## config.mk

```make
export PLATFORM = sky130hd
export DESIGN_NAME = ipsl_pcie_ext_rcvd_ram_rd_ctrl
export DESIGN_NICKNAME = d
export VERILOG_FILES = /design/src/rtl/ipsl_pcie_ext_rcvd_ram_rd_ctrl.sv
export SDC_FILE = /design/constraint.sdc
export NUM_CORES = 1
export LEC_CHECK = 0
export ABC_CLOCK_PERIOD_IN_PS = 9600
export CAP_MARGIN = 10
export CORE_ASPECT_RATIO = 1.1
export CORE_MARGIN = 10
export CORE_UTILIZATION = 41
export DETAILED_ROUTE_END_ITERATION = 8
export MAX_ROUTING_LAYER = met4
export PLACE_DENSITY_LB_ADDON = 0.15
export SYNTH_ARGS = -nofsm -noshare
export SYNTH_HDL_FRONTEND = slang
export SYNTH_SLANG_ARGS = --single-unit
```

## constraint.sdc

```tcl
create_clock -name rd_clk -period 9.6 [get_ports rd_clk]
set_input_delay 2.88 -clock rd_clk [delete_from_list [all_inputs] [get_ports rd_clk]]
set_output_delay 2.88 -clock rd_clk [all_outputs]
set_load 0.1 [all_outputs]
```

## src/rtl/ipsl_pcie_ext_rcvd_ram_rd_ctrl.sv

```systemverilog
// ipsl_pcie_ext_rcvd_ram_rd_ctrl
// Read engine for the PCIe receive-payload SDP RAM. Turns (addr, len) commands
// into RAM read addresses, tracks reads in flight through the fixed-latency RAM
// with a tag shift register, and returns the words through a small credit-limited
// prefetch FIFO as a valid/ready stream with a last flag.
module ipsl_pcie_ext_rcvd_ram_rd_ctrl #(
  parameter int ADDR_WIDTH = 10,
  parameter int DATA_WIDTH = 72,
  parameter int RD_LATENCY = 2,
  parameter int FIFO_DEPTH = 4
) (
  input  logic                  rd_clk,
  input  logic                  rd_rst,
  input  logic                  cmd_valid,
  output logic                  cmd_ready,
  input  logic [ADDR_WIDTH-1:0] cmd_addr,
  input  logic [ADDR_WIDTH:0]   cmd_len,
  output logic [ADDR_WIDTH-1:0] ram_rd_addr,
  input  logic [DATA_WIDTH-1:0] ram_rd_data,
  output logic                  out_valid,
  input  logic                  out_ready,
  output logic [DATA_WIDTH-1:0] out_data,
  output logic                  out_last,
  output logic                  busy,
  output logic                  done
);

  localparam int PTR_W = (FIFO_DEPTH > 1) ? $clog2(FIFO_DEPTH) : 1;
  localparam int CNT_W = $clog2(FIFO_DEPTH + 1);
  localparam int INF_W = $clog2(RD_LATENCY + 1);
  localparam int SUM_W = $clog2(FIFO_DEPTH + RD_LATENCY + 1);
  localparam int LEN_W = ADDR_WIDTH + 1;

  typedef enum logic [1:0] {
    ST_IDLE  = 2'd0,
    ST_RUN   = 2'd1,
    ST_DRAIN = 2'd2,
    ST_DONE  = 2'd3
  } state_t;

  state_t                  state_r;
  logic [ADDR_WIDTH-1:0]   addr_r;
  logic [LEN_W-1:0]        issue_cnt_r;
  logic [LEN_W-1:0]        beat_cnt_r;
  logic                    cmd_ready_r;
  logic                    busy_r;
  logic                    done_r;
  logic [RD_LATENCY-1:0]   tag_r;
  logic [DATA_WIDTH-1:0]   mem_r [FIFO_DEPTH];
  logic [PTR_W-1:0]        wr_ptr_r;
  logic [PTR_W-1:0]        rd_ptr_r;
  logic [CNT_W-1:0]        fifo_count_r;
  logic                    valid_r;
  logic                    last_r;
  logic [DATA_WIDTH-1:0]   data_r;

  logic                    accept_s;
  logic                    issue_s;
  logic                    push_s;
  logic                    pop_s;
  logic                    last_hs_s;
  logic [INF_W-1:0]        inflight_s;
  logic [CNT_W-1:0]        count_after_pop_s;
  logic [CNT_W-1:0]        count_nxt_s;
  logic [PTR_W-1:0]        rd_ptr_nxt_s;
  logic [LEN_W-1:0]        beat_nxt_s;
  logic [DATA_WIDTH-1:0]   head_nxt_s;

  // Number of reads currently travelling through the RAM pipeline.
  function automatic logic [INF_W-1:0] count_tags(input logic [RD_LATENCY-1:0] tags);
    logic [INF_W-1:0] n;
    n = {INF_W{1'b0}};
    for (int i = 0; i < RD_LATENCY; i++) begin
      n = n + INF_W'(tags[i]);
    end
    return n;
  endfunction

  // Circular FIFO pointer advance; works for non-power-of-two depths too.
  function automatic logic [PTR_W-1:0] ptr_inc(input logic [PTR_W-1:0] p);
    return (p == PTR_W'(FIFO_DEPTH - 1)) ? {PTR_W{1'b0}} : (p + PTR_W'(1));
  endfunction

  // Issue credit, FIFO push/pop and the next-cycle view of the FIFO head.
  always_comb begin
    accept_s          = cmd_valid & cmd_ready_r;
    inflight_s        = count_tags(tag_r);
    issue_s           = (state_r == ST_RUN) && (issue_cnt_r != {LEN_W{1'b0}}) &&
                        ((SUM_W'(fifo_count_r) + SUM_W'(inflight_s)) < SUM_W'(FIFO_DEPTH));
    push_s            = tag_r[RD_LATENCY-1];
    pop_s             = valid_r & out_ready;
    last_hs_s         = pop_s & last_r;
    count_after_pop_s = fifo_count_r - CNT_W'(pop_s);
    count_nxt_s       = count_after_pop_s + CNT_W'(push_s);
    rd_ptr_nxt_s      = pop_s ? ptr_inc(rd_ptr_r) : rd_ptr_r;
    beat_nxt_s        = pop_s ? (beat_cnt_r - LEN_W'(1)) : beat_cnt_r;
    // When the FIFO would otherwise be empty the incoming word becomes the head.
    if (count_after_pop_s == {CNT_W{1'b0}}) begin
      head_nxt_s = ram_rd_data;
    end else begin
      head_nxt_s = mem_r[rd_ptr_nxt_s];
    end
  end

  // Command FSM: accepts commands, walks the read address and owns cmd_ready/busy/done.
  always_ff @(posedge rd_clk) begin
    if (rd_rst) begin
      state_r     <= ST_IDLE;
      addr_r      <= {ADDR_WIDTH{1'b0}};
      issue_cnt_r <= {LEN_W{1'b0}};
      beat_cnt_r  <= {LEN_W{1'b0}};
      cmd_ready_r <= 1'b1;
      busy_r      <= 1'b0;
      done_r      <= 1'b0;
    end else begin
      case (state_r)
        ST_IDLE: begin
          if (accept_s) begin
            addr_r      <= cmd_addr;
            issue_cnt_r <= cmd_len;
            beat_cnt_r  <= cmd_len;
            cmd_ready_r <= 1'b0;
            busy_r      <= 1'b1;
            if (cmd_len == {LEN_W{1'b0}}) begin
              state_r <= ST_DONE;
              done_r  <= 1'b1;
            end else begin
              state_r <= ST_RUN;
            end
          end
        end
        ST_RUN: begin
          beat_cnt_r <= beat_nxt_s;
          if (issue_s) begin
            addr_r      <= addr_r + ADDR_WIDTH'(1);
            issue_cnt_r <= issue_cnt_r - LEN_W'(1);
            if (issue_cnt_r == LEN_W'(1)) begin
              state_r <= ST_DRAIN;
            end
          end
        end
        ST_DRAIN: begin
          beat_cnt_r <= beat_nxt_s;
          if (last_hs_s) begin
            state_r <= ST_DONE;
            done_r  <= 1'b1;
          end
        end
        ST_DONE: begin
          state_r     <= ST_IDLE;
          done_r      <= 1'b0;
          busy_r      <= 1'b0;
          cmd_ready_r <= 1'b1;
        end
        default: begin
          state_r     <= ST_IDLE;
          done_r      <= 1'b0;
          busy_r      <= 1'b0;
          cmd_ready_r <= 1'b1;
        end
      endcase
    end
  end

  // Read-tag pipeline and prefetch FIFO with registered stream outputs.
  always_ff @(posedge rd_clk) begin
    if (rd_rst) begin
      tag_r        <= {RD_LATENCY{1'b0}};
      wr_ptr_r     <= {PTR_W{1'b0}};
      rd_ptr_r     <= {PTR_W{1'b0}};
      fifo_count_r <= {CNT_W{1'b0}};
      valid_r      <= 1'b0;
      last_r       <= 1'b0;
      data_r       <= {DATA_WIDTH{1'b0}};
      for (int i = 0; i < FIFO_DEPTH; i++) begin
        mem_r[i] <= {DATA_WIDTH{1'b0}};
      end
    end else begin
      tag_r <= (tag_r << 1) | RD_LATENCY'(issue_s);
      if (push_s) begin
        mem_r[wr_ptr_r] <= ram_rd_data;
        wr_ptr_r        <= ptr_inc(wr_ptr_r);
      end
      rd_ptr_r     <= rd_ptr_nxt_s;
      fifo_count_r <= count_nxt_s;
      valid_r      <= (count_nxt_s != {CNT_W{1'b0}});
      last_r       <= (count_nxt_s != {CNT_W{1'b0}}) && (beat_nxt_s == LEN_W'(1));
      data_r       <= head_nxt_s;
    end
  end

  assign cmd_ready   = cmd_ready_r;
  assign busy        = busy_r;
  assign done        = done_r;
  assign ram_rd_addr = addr_r;
  assign out_valid   = valid_r;
  assign out_last    = last_r;
  assign out_data    = data_r;

endmodule

```

### After elaboration in Yosys (flattened, before gate mapping)

Memory sizes are Yosys's and may differ from the RTL's.
Index checks and enable logic that the tools add are counted.

| cells by class | value |
|---|---|
| $add $sub $neg | 9 |
| order comparisons | 1 |
| equal/unequal tests | 12 |
| mux-type cells | 34 |
| bitwise logic cells | 4 |
| reduce and logical (&&, ||, !) cells | 19 |

Operator list:

| kind | count |
|---|---|
| 2-to-1 mux 72 bit | 2 |
| OR reduction 72 bit | 1 |
| one-hot mux 11 bit (2 select lines) | 2 |
| 2-to-1 mux 11 bit | 3 |
| equality test 11 x 1 -> 1 bit (second input constant) | 2 |
| subtractor 11 x 1 -> 11 bit (second input constant) | 2 |
| 2-to-1 mux 10 bit | 2 |
| one-hot mux 10 bit (2 select lines) | 1 |
| 2-to-1 mux 2 bit | 9 |
| zero test 11 bit | 1 |
| 2-to-1 mux 1 bit | 11 |
| nonzero test 11 bit | 1 |
| adder 10 x 1 -> 10 bit (second input constant) | 1 |
| equality test 2 bit (second input constant) | 4 |
| inequality test 2 bit (second input constant) | 4 |
| one-hot mux 2 bit (4 select lines) | 1 |
| AND reduction 4 bit | 2 |
| nonzero test 2 bit | 3 |
| nonzero test 3 bit | 2 |
| adder 2 x 1 -> 2 bit (second input constant) | 2 |
| one-hot mux 1 bit (2 select lines) | 2 |
| AND reduction 2 bit | 2 |
| adder 3 x 1 -> 3 bit | 1 |
| adder 3 x 2 -> 3 bit | 1 |
| 13 further kinds | 17 |

| storage, ports and cells | value |
|---|---|
| register bits | 120 |
| memory bits (writable) | 288 |
| bits of input ports | 97 |
| output and inout port bits | 87 |
| logic and storage cells | 94 |
| memories kept | 1 |

Memory list:

| name | depth | width | rd ports | clocked after memory_dff | write ports | line | RTL |
|---|---|---|---|---|---|---|---|
| mem_r | 4 | 72 | 1 | 0 | 4 | 49 | `logic [DATA_WIDTH-1:0] mem_r [FIFO_DEPTH];` |

### Depth between registers and ports, before layout

Gate-level depths: netlist of the first run.

| depth | value |
|---|---|
| depth after elaboration | 6 |
| depth in mapped cells | 10 |
| mapped depth without buffers | 10 |

### Worst setup path before layout of the first run

Ideal clock, no wire load.

| timing | value |
|---|---|
| kind | input to register |
| start point | in rd_rst |
| end point | mem mem_r[3][0], enable pin |
| library setup time | 0.432 ns |
| data arrival time | 4.850 ns |
| required time | 9.168 ns |
| setup slack | 4.318 ns |
| cell stages on the path | 3 |
| path buffers | 1 |
| path through | clkbuf_1 > clkinv_1 > nand2_1 |

RTL lines:

| element | line | RTL |
|---|---|---|
| start: declaration | 13 | `input logic rd_rst,` |
| end: declaration | 49 |  |

### Worst setup path after layout of the first run

| timing | value |
|---|---|
| start point | in out_ready |
| end point | reg data_r[36] (netlist: out_data[36]) |

| on the way | value |
|---|---|
| cells in the longest elaborated chain, start to end | 4 |
| elaborated cells between the ends (all ways) | 6 |
| those cells by class | add/sub (1); mux (2); bitwise (1); reduce/logical (1); memory (1) |

Ends and longest elaborated chain:

| element | line | RTL |
|---|---|---|
| start: declaration | 21 | `input logic out_ready,` |
| AND 1 bit * | 91 | `pop_s = valid_r & out_ready;` |
| subtractor 3 x 1 -> 3 bit / 2-to-1 mux 2 bit (equally long branches) | 93, 95 |  |
| zero test 3 bit / memory (4 x 72 bit) (equally long branches) | -- |  |
| 2-to-1 mux 72 bit * | 98 | `if (count_after_pop_s == {CNT_W{1'b0}}) begin` |
| end signal: assignment | 174 | `data_r <= {DATA_WIDTH{1'b0}};` |
| end signal: assignment | 188 | `data_r <= head_nxt_s;` |
| end: declaration | 55 | `logic [DATA_WIDTH-1:0] data_r;` |

Every way passes the cells marked *; elsewhere a longest branch is shown, timed or not.
A chain may end at the register's enable or synchronous reset.

==> flow_summary.toml, run 1 <==
[status]
run_status = "complete, no violations"

[detailed_routing]
met3_length_um = 2200
wl_per_cell_um = 20.8
first_pass_iters = 5
dr.max_layer_used = "met4"
wirelength_um = 46500
detail-route-antenna-nets = 0
dr_wl_met2_um = 22400
wirelength_met1_um = 21100
num_vias = 11773
vias_per_cell = 5.27
drt_iter0_markers = 867
drc = 0

[critical_path]
crit_slowest_cell = "buf_4"
endpoint = "out_data[36]$_SDFF_PP0_"
crit_path_max_incr_delay_ns = 0.83
crit_family = "buffers and inverters"
path_class = "primary input to flip-flop"
critPathLaunchType = "primary input"
reg2reg_from = "out_valid$_SDFF_PP0_"
worst_ep_required_time_ns = 10.01
reg2reg_slack_ns = 5.95
r2r-end = "out_data[36]$_SDFF_PP0_"
cp-startpoint = "out_ready"
endpoint_kind = "flip-flop"
cp.arrival_ns = 6.52
rr_worst_depth = 11
crit_buf_inv = 4
cp_cell_sequence = "clkdlybuf4s50_1 -> nand2_1 -> inv_2 -> ha_1 -> ha_1 -> xnor2_1 -> nand3_4 -> buf_4 -> nand2_4 -> buf_4 -> o22ai_1 -> nor3_1"
critical_path_depth = 12
path_max_fanout = 73

[sta]
relSlewSlack = 0.254
worst_slew_pin_slew_ns = 1.12
period_share = 0.636
rsz0062_at_grt = "no"
fin_skew_ns = 0.00920
min_period_ns = 6.11
fin_setup_tns_ns = 0
hold_viol_final = 0
drv_slew = 0
max_freq_ghz = 0.164
setup_viol = 0

[layout]
drive_gt1_frac = 0.0834
nNetsFinal = 1734
fillers = 3875
layout_commonest_cell = "and2_1"
layout-area-overhead-vs-synth_pct = 20.6
final_cell_area_mm2 = 0.0217
final_cell_mix = "290 x and2_1, 288 x edfxtp_1, 182 x clkdlybuf4s50_1"

[logic_synthesis]
synth_fa_ha_area_frac = 0.0118
synth_top_area_frac = 0.481
syn_area_mm2 = 0.0180
synthSimpleGateAreaFrac = 0.179
synth.distinct_cells = 60
synth_compound_area_frac = 0.0676
async_flop_share = 0
synth_xor_xnor_area_share = 0.00292
synth-main-ff-cell = "edfxtp_1"
yosys_warnings = 0
synth.avg_cell_area_um2 = 12.2
synthCells = 1472
synthMuxAreaShare = 0.0961
synth_edf_count = 288
synthesis.nets = 1586
yosys.area.top_type = "edfxtp_1"
ys_ff_latch = 408
synthTopCellsByArea = "edfxtp_1 48%, dfxtp_1 13%, and2_1 10%, mux2_1 6.9%, o22ai_1 2.7%"
synth_top_family_by_area = "simple AND/OR/NAND/NOR gates"
ys_seq_area_frac = 0.615

[place]
gp_congestion = 0.780
numPortBuffers = 183
dpl.hpwl_um = 25500
place_area_mm2 = 0.0203

[clock_tree]
root_buffer = "clkbuf_16"
cts_hold_buf = 0
htreeDepth = 2
path_clk_slew_ns = 0.06
cts_buffer_depth = 3
insertion_delay_ns = 0.56
cts_tree = "yes"
clkSinkCount = 408
cts_made_buffers = 44
cts_setup_buffers = 0
post_cts_resized = 0

[pwr]
p_switching_w = 0.00290
clkPwrFrac = 0.238
ir_worst_vdd_mv = 0.216
pwr-share-comb = 0.419
intPower_w = 0.00383
leakage_nw = 8.08
pwr-share-seq = 0.343
powerDensity_mw_per_mm2 = 311
swShare = 0.431

[die]
die_area_mm2 = 0.0526
die_x_um = 220
core.rowCount = 80
io_pins = 184
start_util = 0.415
core_area_mm2 = 0.0433
fp.dieH_um = 240

[global_route]
gr-total-overflow = 0
antenna_found_initial = 5
grt_max_degree = 146
grt_util_all_layers = 0.180
grt_pass1_vias = 11981
grt_pass1_wl_um = 71600

[worst_hold_path]
hp-class = "flip-flop to flip-flop"

[job]
drv_cap = 0
-- routing by layer --
metal | track usage | vias to the layer above
met5 | - | -
met4 | 0.0467 | 0
met3 | 0.0303 | 69
met2 | 0.291 | 248
met1 | 0.232 | 5845
li1 | - | 5611
-- area by class of cell --
type / instances / area, µm² / share of cell area
timing repair buffer: 200 / 1970 / 0.0909
clock inverter: 13 / 70.1 / 0.00323
sequential: 408 / 11100 / 0.510
antenna: 5 / 12.5 / 0.000577
tap: 574 / 718 / 0.0331
inverter: 19 / 71.3 / 0.00329
multi-input combinational: 947 / 6490 / 0.299
clock buffer: 68 / 1290 / 0.0596
-- stage by stage --
stage	utilization	setup WS, ns	std cells	hold WS, ns	total power, W
after floorplan	-	4.32	1472	0.445	0.00440
after global placement	0.468	2.99	2148	0.470	0.00515
after detailed placement	0.468	2.90	2148	0.477	0.00518
after CTS	0.500	3.49	2229	0.483	0.00680
after global routing	0.500	3.28	2234	0.495	0.00705
final	0.500	3.49	2234	0.478	0.00673
-- how the worst min path moves through the flow --
stage,slack [ns],from,endpoint,cells after the start
final,0.48,tag_r[0]$_SDFF_PP0_,tag_r[1]$_SDFF_PP0_,1
after global routing,0.50,tag_r[0]$_SDFF_PP0_,tag_r[1]$_SDFF_PP0_,1
after floorplan,0.44,tag_r[0]$_SDFF_PP0_,tag_r[1]$_SDFF_PP0_,1
after CTS,0.48,tag_r[0]$_SDFF_PP0_,tag_r[1]$_SDFF_PP0_,1
after detailed placement,0.48,ram_rd_addr[9]$_SDFFE_PP0P_,ram_rd_addr[9]$_SDFFE_PP0P_,2
after global placement,0.47,tag_r[0]$_SDFF_PP0_,tag_r[1]$_SDFF_PP0_,1
-- cell families after synthesis --
kind of cell	Yosys count
mux	153
xor+xnor	6
flops	408
fa+ha+maj	17
compound gates	194
buf+inv	117
simple gates	577
-- sequential cells by signal (all words and copies together), names as in the netlist --
name          cells
done              1
out_valid         1
tag_r             2
ram_rd_addr      10
cmd_ready         1
out_last          1
beat_cnt_r       11
rd_ptr_r          2
state_r           2
issue_cnt_r      11
mem_r           288
fifo_count_r      3
out_data         72
busy              1
wr_ptr_r          2
-- Yosys cell counts (6+ instances only) --
cell and n:
nand3_1 8, buf_6 6, buf_2 12, and3_1 9, nor2_1 105, a21oi_1 44
ha_1 17, nor2b_1 12, dfxtp_1 120, edfxtp_1 288, mux2_2 36, and2_1 290
o21ai_1 12, nor4_1 6, nor3_1 91, o22ai_1 78, mux2_1 110, o32ai_1 8
nand2_1 30, o21ai_0 15, clkbuf_1 78, inv_1 17, a211oi_1 7, mux2i_1 6
-- power groups by stage --
stage | combinational (W) | clock, W | sequential (W)
5_1_grt | 0.00300 | 0.00171 | 0.00233
6_report | 0.00282 | 0.00160 | 0.00230
3_3_place_gp | 0.00280 | 0 | 0.00235
2_1_floorplan | 0.00106 | 0 | 0.00333
4_1_cts | 0.00284 | 0.00164 | 0.00231
3_5_place_dp | 0.00283 | 0 | 0.00234
(Power assumes the default switching activity.)
==> inputs of run 2 (changes only) <==
--- a/config.mk
+++ b/config.mk
@@ -5,7 +5,7 @@
 export SDC_FILE = /design/constraint.sdc
 export NUM_CORES = 1
 export LEC_CHECK = 0
-export ABC_CLOCK_PERIOD_IN_PS = 9600
+export ABC_CLOCK_PERIOD_IN_PS = 5000
 export CAP_MARGIN = 10
 export CORE_ASPECT_RATIO = 1.1
 export CORE_MARGIN = 10
==> constraint.sdc (replaced) <==
create_clock -name rd_clk -period 5 [get_ports rd_clk]
set_input_delay 1.5 -clock rd_clk [delete_from_list [all_inputs] [get_ports rd_clk]]
set_output_delay 1.5 -clock rd_clk [all_outputs]
set_load 0.1 [all_outputs]
==> run 2 against run 1 <==
  * Cell area up 0.80%
  * Power up 93%
  * Die area unchanged
  * Register-to-register slack worse by 3.7 ns
==> flow_summary.toml, run 2 (synthesis results as in run 1) <==
[status]
run_status = "complete, no violations"

[die]
start_util = 0.415
fp.dieH_um = 240
die_x_um = 220
die_area_mm2 = 0.0526
io_pins = 184
core.rowCount = 80
core_area_mm2 = 0.0433

[detailed_routing]
drc = 0
wirelength_met1_um = 21600
wirelength_um = 46900
wl_per_cell_um = 20.9
dr_wl_met2_um = 22400
dr.max_layer_used = "met4"
first_pass_iters = 5
drt_iter0_markers = 823
met3_length_um = 2020
num_vias = 11918
detail-route-antenna-nets = 0
vias_per_cell = 5.31

[layout]
drive_gt1_frac = 0.0929
postLayoutCoreUtil = 0.504
regMostFlops = "mem_r"
layout_commonest_cell = "and2_1"
layout-area-overhead-vs-synth_pct = 21.5
nNetsFinal = 1749
largest_reg_flops = 288
final_cell_mix = "290 x and2_1, 288 x edfxtp_1, 182 x clkdlybuf4s50_1"

[place]
gp_congestion = 0.786
numPortBuffers = 183
dpl.hpwl_um = 27000

[sta]
worst_slew_pin_slew_ns = 1.09
max_freq_ghz = 0.259
relSlewSlack = 0.269
setup_viol = 0
fin_setup_tns_ns = 0
min_period_ns = 3.87
hold_viol_final = 0
rsz0062_at_grt = "no"
period_share = 0.774
drv_slew = 0
fin_skew_ns = 0.0181

[critical_path]
path_class = "primary input to flip-flop"
endpoint_kind = "flip-flop"
path_max_fanout = 26
critPathLaunchType = "primary input"
cp.arrival_ns = 4.33
rr_worst_depth = 9
worst_ep_required_time_ns = 5.46

[worst_hold_path]
hp-class = "flip-flop to flip-flop"
hold_depth = 2

[job]
drv_cap = 0

[pwr]
p_switching_w = 0.00560
swShare = 0.430
pwr-share-comb = 0.423
intPower_w = 0.00741
clkPwrFrac = 0.237
powerDensity_mw_per_mm2 = 596
pwr-share-seq = 0.340
leakage_nw = 8.18
ir_worst_vdd_mv = 0.442

[clock_tree]
cts_tree = "yes"
cts_hold_buf = 0
root_buffer = "clkbuf_16"
cts_setup_buffers = 0
clkSinkCount = 408
insertion_delay_ns = 0.56
path_clk_slew_ns = 0.06
htreeDepth = 2
cts_buffer_depth = 3
post_cts_resized = 0
cts_made_buffers = 43

[global_route]
grt_pass1_wl_um = 72100
grt_max_degree = 73
gr-total-overflow = 0
antenna_found_initial = 4
grt_util_all_layers = 0.181
grt_pass1_vias = 12108
run 2: layout make-up:
cell class	instances	area, µm²
Multi-Input combinational cell	947	6490
Fill cell	3837	21500
Inverter	19	71.3
Antenna cell	4	10.0
Tap cell	574	718
Sequential cell	408	11100
Timing Repair Buffer	216	2160
Clock buffer	56	1180
Clock inverter	22	158
run 2: critical path, cell delays in order:
cell and delay (ns):
clkdlybuf4s50_1 0.50, nand2_1 0.16, inv_2 0.10, ha_1 0.19, ha_1 0.18, xnor2_1 0.44, a31o_4 0.56, buf_4 0.32
o22ai_1 0.11, nor3_1 0.23
run 2: per-stage QoR:
step / hold slack, ns / cells / total power (W) / area, µm² / setup slack (ns)
3_5_place_dp: 0.466 / 2164 / 0.0100 / 20500 / 0.607
4_1_cts: 0.478 / 2242 / 0.0131 / 21800 / 1.17
5_1_grt: 0.509 / 2246 / 0.0136 / 21800 / 1.04
2_1_floorplan: 0.445 / 1472 / 0.00844 / 18000 / 1.10
6_report: 0.474 / 2246 / 0.0130 / 21800 / 1.13
3_3_place_gp: 0.465 / 2164 / 0.00999 / 20500 / 0.748
run 2: worst paths after layout:
path                                             startpoint  slack (ns)                           to
worst max-delay path                              out_ready        1.13      out_data[24]$_SDFF_PP0_
worst min-delay path            ram_rd_addr[9]$_SDFFE_PP0P_        0.47  ram_rd_addr[9]$_SDFFE_PP0P_
worst max register to register         out_valid$_SDFF_PP0_        2.24      out_data[24]$_SDFF_PP0_
worst min register to register  ram_rd_addr[9]$_SDFFE_PP0P_        0.47  ram_rd_addr[9]$_SDFFE_PP0P_
run 2: per-layer routing:
metal,vias up,GRT usage
li1,5646,-
met1,5948,0.235
met2,265,0.290
met3,59,0.0275
met4,0,0.0509
met5,-,-
run 2: power by group through the flow:
| stage | sequential (W) | clock [W] | combinational [W] |
|---|---|---|---|
| finish | 0.00443 | 0.00308 | 0.00550 |
| floorplan | 0.00640 | 0 | 0.00204 |
| global route | 0.00449 | 0.00327 | 0.00586 |
| detailed placement | 0.00450 | 0 | 0.00553 |
| global placement | 0.00451 | 0 | 0.00548 |
| CTS | 0.00444 | 0.00314 | 0.00555 |
==> inputs of run 3 (changes only) <==
--- a/config.mk
+++ b/config.mk
@@ -5,7 +5,7 @@
 export SDC_FILE = /design/constraint.sdc
 export NUM_CORES = 1
 export LEC_CHECK = 0
-export ABC_CLOCK_PERIOD_IN_PS = 5000
+export ABC_CLOCK_PERIOD_IN_PS = 3890
 export CAP_MARGIN = 10
 export CORE_ASPECT_RATIO = 1.1
 export CORE_MARGIN = 10
==> constraint.sdc (replaced) <==
create_clock -name rd_clk -period 3.89 [get_ports rd_clk]
set_input_delay 1.167 -clock rd_clk [delete_from_list [all_inputs] [get_ports rd_clk]]
set_output_delay 1.167 -clock rd_clk [all_outputs]
set_load 0.1 [all_outputs]
==> run 3 against run 2 <==
  * Critical path depth down 9
  * Global-route usage is essentially flat
  * Clock skew shrank 0.0016 ns
  * Power up 31%
  * Critical path type is now flip-flop to primary output
  * Worst hold slack better by 0.019 ns
  * Die area stayed put
  * Largest power group unchanged
  * Combinational power up 30%
  * Register-to-register slack got worse by 0.73 ns
  * Cell area increased by 0.73%
  * Sequential power grew 28%
  * Clock-buffer cell count up 10
  * Non-clock buffer count rose by 1
==> flow_summary.toml, run 3 (synthesis results as in run 1) <==
[status]
run_status = "complete, no violations"

[global_route]
gr-total-overflow = 0
grt_max_degree = 123
grt_util_all_layers = 0.182
antenna_found_initial = 3
grt_pass1_vias = 12292
grt_pass1_wl_um = 72600

[critical_path]
endpoint_kind = "primary output"
reg2reg_from = "out_valid$_SDFF_PP0_"
critPathLaunchType = "flip-flop"
endpoint = "out_data[68]"
crit_slowest_cell = "clkdlybuf4s50_1"
worst_ep_required_time_ns = 2.72
crit_family = "buffers and inverters"
cp-startpoint = "out_data[68]$_SDFF_PP0_"
cp_cell_sequence = "clkdlybuf4s50_1"
path_max_fanout = 1
rr_worst_depth = 11
cp.arrival_ns = 2.12
r2r-end = "out_data[11]$_SDFF_PP0_"
reg2reg_slack_ns = 1.51
critical_path_depth = 1
crit_path_max_incr_delay_ns = 1.17
path_class = "flip-flop to primary output"
crit_buf_inv = 1

[pwr]
pwr-share-comb = 0.420
clkPwrFrac = 0.247
swShare = 0.427
p_switching_w = 0.00728
powerDensity_mw_per_mm2 = 774
leakage_nw = 8.34
pwr-share-seq = 0.334
intPower_w = 0.00976
ir_worst_vdd_mv = 0.634

[sta]
max_freq_ghz = 0.304
min_period_ns = 3.29
setup_viol = 0
hold_viol_final = 0
worst_slew_pin_slew_ns = 0.992
rsz0062_at_grt = "no"
period_share = 0.846
relSlewSlack = 0.337
fin_skew_ns = 0.0164
fin_setup_tns_ns = 0
drv_slew = 0

[die]
start_util = 0.415
io_pins = 184
core_area_mm2 = 0.0433
die_x_um = 220
core.rowCount = 80
die_area_mm2 = 0.0526
fp.dieH_um = 240

[layout]
largest_reg_flops = 288
regMostFlops = "mem_r"
fillers = 3829
final_cell_area_mm2 = 0.0220
final_cell_mix = "290 x and2_1, 288 x edfxtp_1, 147 x clkdlybuf4s50_1"
layout_commonest_cell = "and2_1"
drive_gt1_frac = 0.115
nNetsFinal = 1752
layout-area-overhead-vs-synth_pct = 22.4

[detailed_routing]
wirelength_um = 46900
first_pass_iters = 5
drc = 0
num_vias = 11807
vias_per_cell = 5.25
drt_iter0_markers = 809
detail-route-antenna-nets = 0
wl_per_cell_um = 20.8

[clock_tree]
clkSinkCount = 408
htreeDepth = 2
cts_made_buffers = 45
post_cts_resized = 0
cts_hold_buf = 0
cts_tree = "yes"
cts_buffer_depth = 3
root_buffer = "clkbuf_16"
path_clk_slew_ns = 0.06
cts_setup_buffers = 0
insertion_delay_ns = 0.57

[job]
drv_cap = 0

[place]
dpl.hpwl_um = 26000
numPortBuffers = 183
gp_congestion = 0.786
place_area_mm2 = 0.0205

[worst_hold_path]
hp-class = "flip-flop to flip-flop"
## run 3: how the worst min path moves through the flow
stage               slack, ns  cells after the start                        start                     endpoint
floorplan                0.44                      1          tag_r[0]$_SDFF_PP0_          tag_r[1]$_SDFF_PP0_
CTS                      0.49                      1          tag_r[0]$_SDFF_PP0_          tag_r[1]$_SDFF_PP0_
detailed placement       0.48                      1          tag_r[0]$_SDFF_PP0_          tag_r[1]$_SDFF_PP0_
global route             0.52                      2  issue_cnt_r[9]$_SDFFE_PP0P_  issue_cnt_r[9]$_SDFFE_PP0P_
finish                   0.49                      2  ram_rd_addr[9]$_SDFFE_PP0P_  ram_rd_addr[9]$_SDFFE_PP0P_
global placement         0.47                      2  ram_rd_addr[9]$_SDFFE_PP0P_  ram_rd_addr[9]$_SDFFE_PP0P_
## run 3: final cells by class
class                           count  area (µm²)  area share
Clock buffer                       66        1260      0.0575
Clock inverter                     17         183     0.00830
Sequential cell                   408       11100       0.502
Timing Repair Buffer              217        2220       0.101
Tap cell                          574         718      0.0326
Inverter                           19        71.3     0.00324
Multi-Input combinational cell    947        6490       0.295
Antenna cell                        3        7.51    0.000341
## run 3: routing by layer
| metal | up-vias | GRT usage | share of wire | routed length [µm] |
|---|---|---|---|---|
| met5 | - | - | 0 | 0 |
| met4 | 0 | 0.0517 | 0.020 | 922 |
| met3 | 74 | 0.0308 | 0.045 | 2100 |
| met2 | 243 | 0.297 | 0.48 | 22500 |
| met1 | 5839 | 0.228 | 0.46 | 21400 |
| li1 | 5651 | - | - | - |
## run 3: through the flow
stage	power, W	worst slack (ns)	util	hold WS (ns)	instances
after global placement	0.0129	0.221	0.474	0.468	2165
after floorplan	0.0109	0.321	-	0.445	1472
after detailed placement	0.0130	0.186	0.474	0.477	2165
after global routing	0.0179	0.564	0.508	0.517	2251
final	0.0170	0.598	0.508	0.493	2251
after CTS	0.0172	0.549	0.508	0.489	2248
## run 3: power groups by stage
stage | combinational [W] | clock, W | sequential [W]
after floorplan | 0.00262 | 0 | 0.00823
after global placement | 0.00715 | 0 | 0.00578
after detailed placement | 0.00720 | 0 | 0.00577
after CTS | 0.00722 | 0.00431 | 0.00569
after global routing | 0.00765 | 0.00448 | 0.00575
final | 0.00715 | 0.00420 | 0.00568
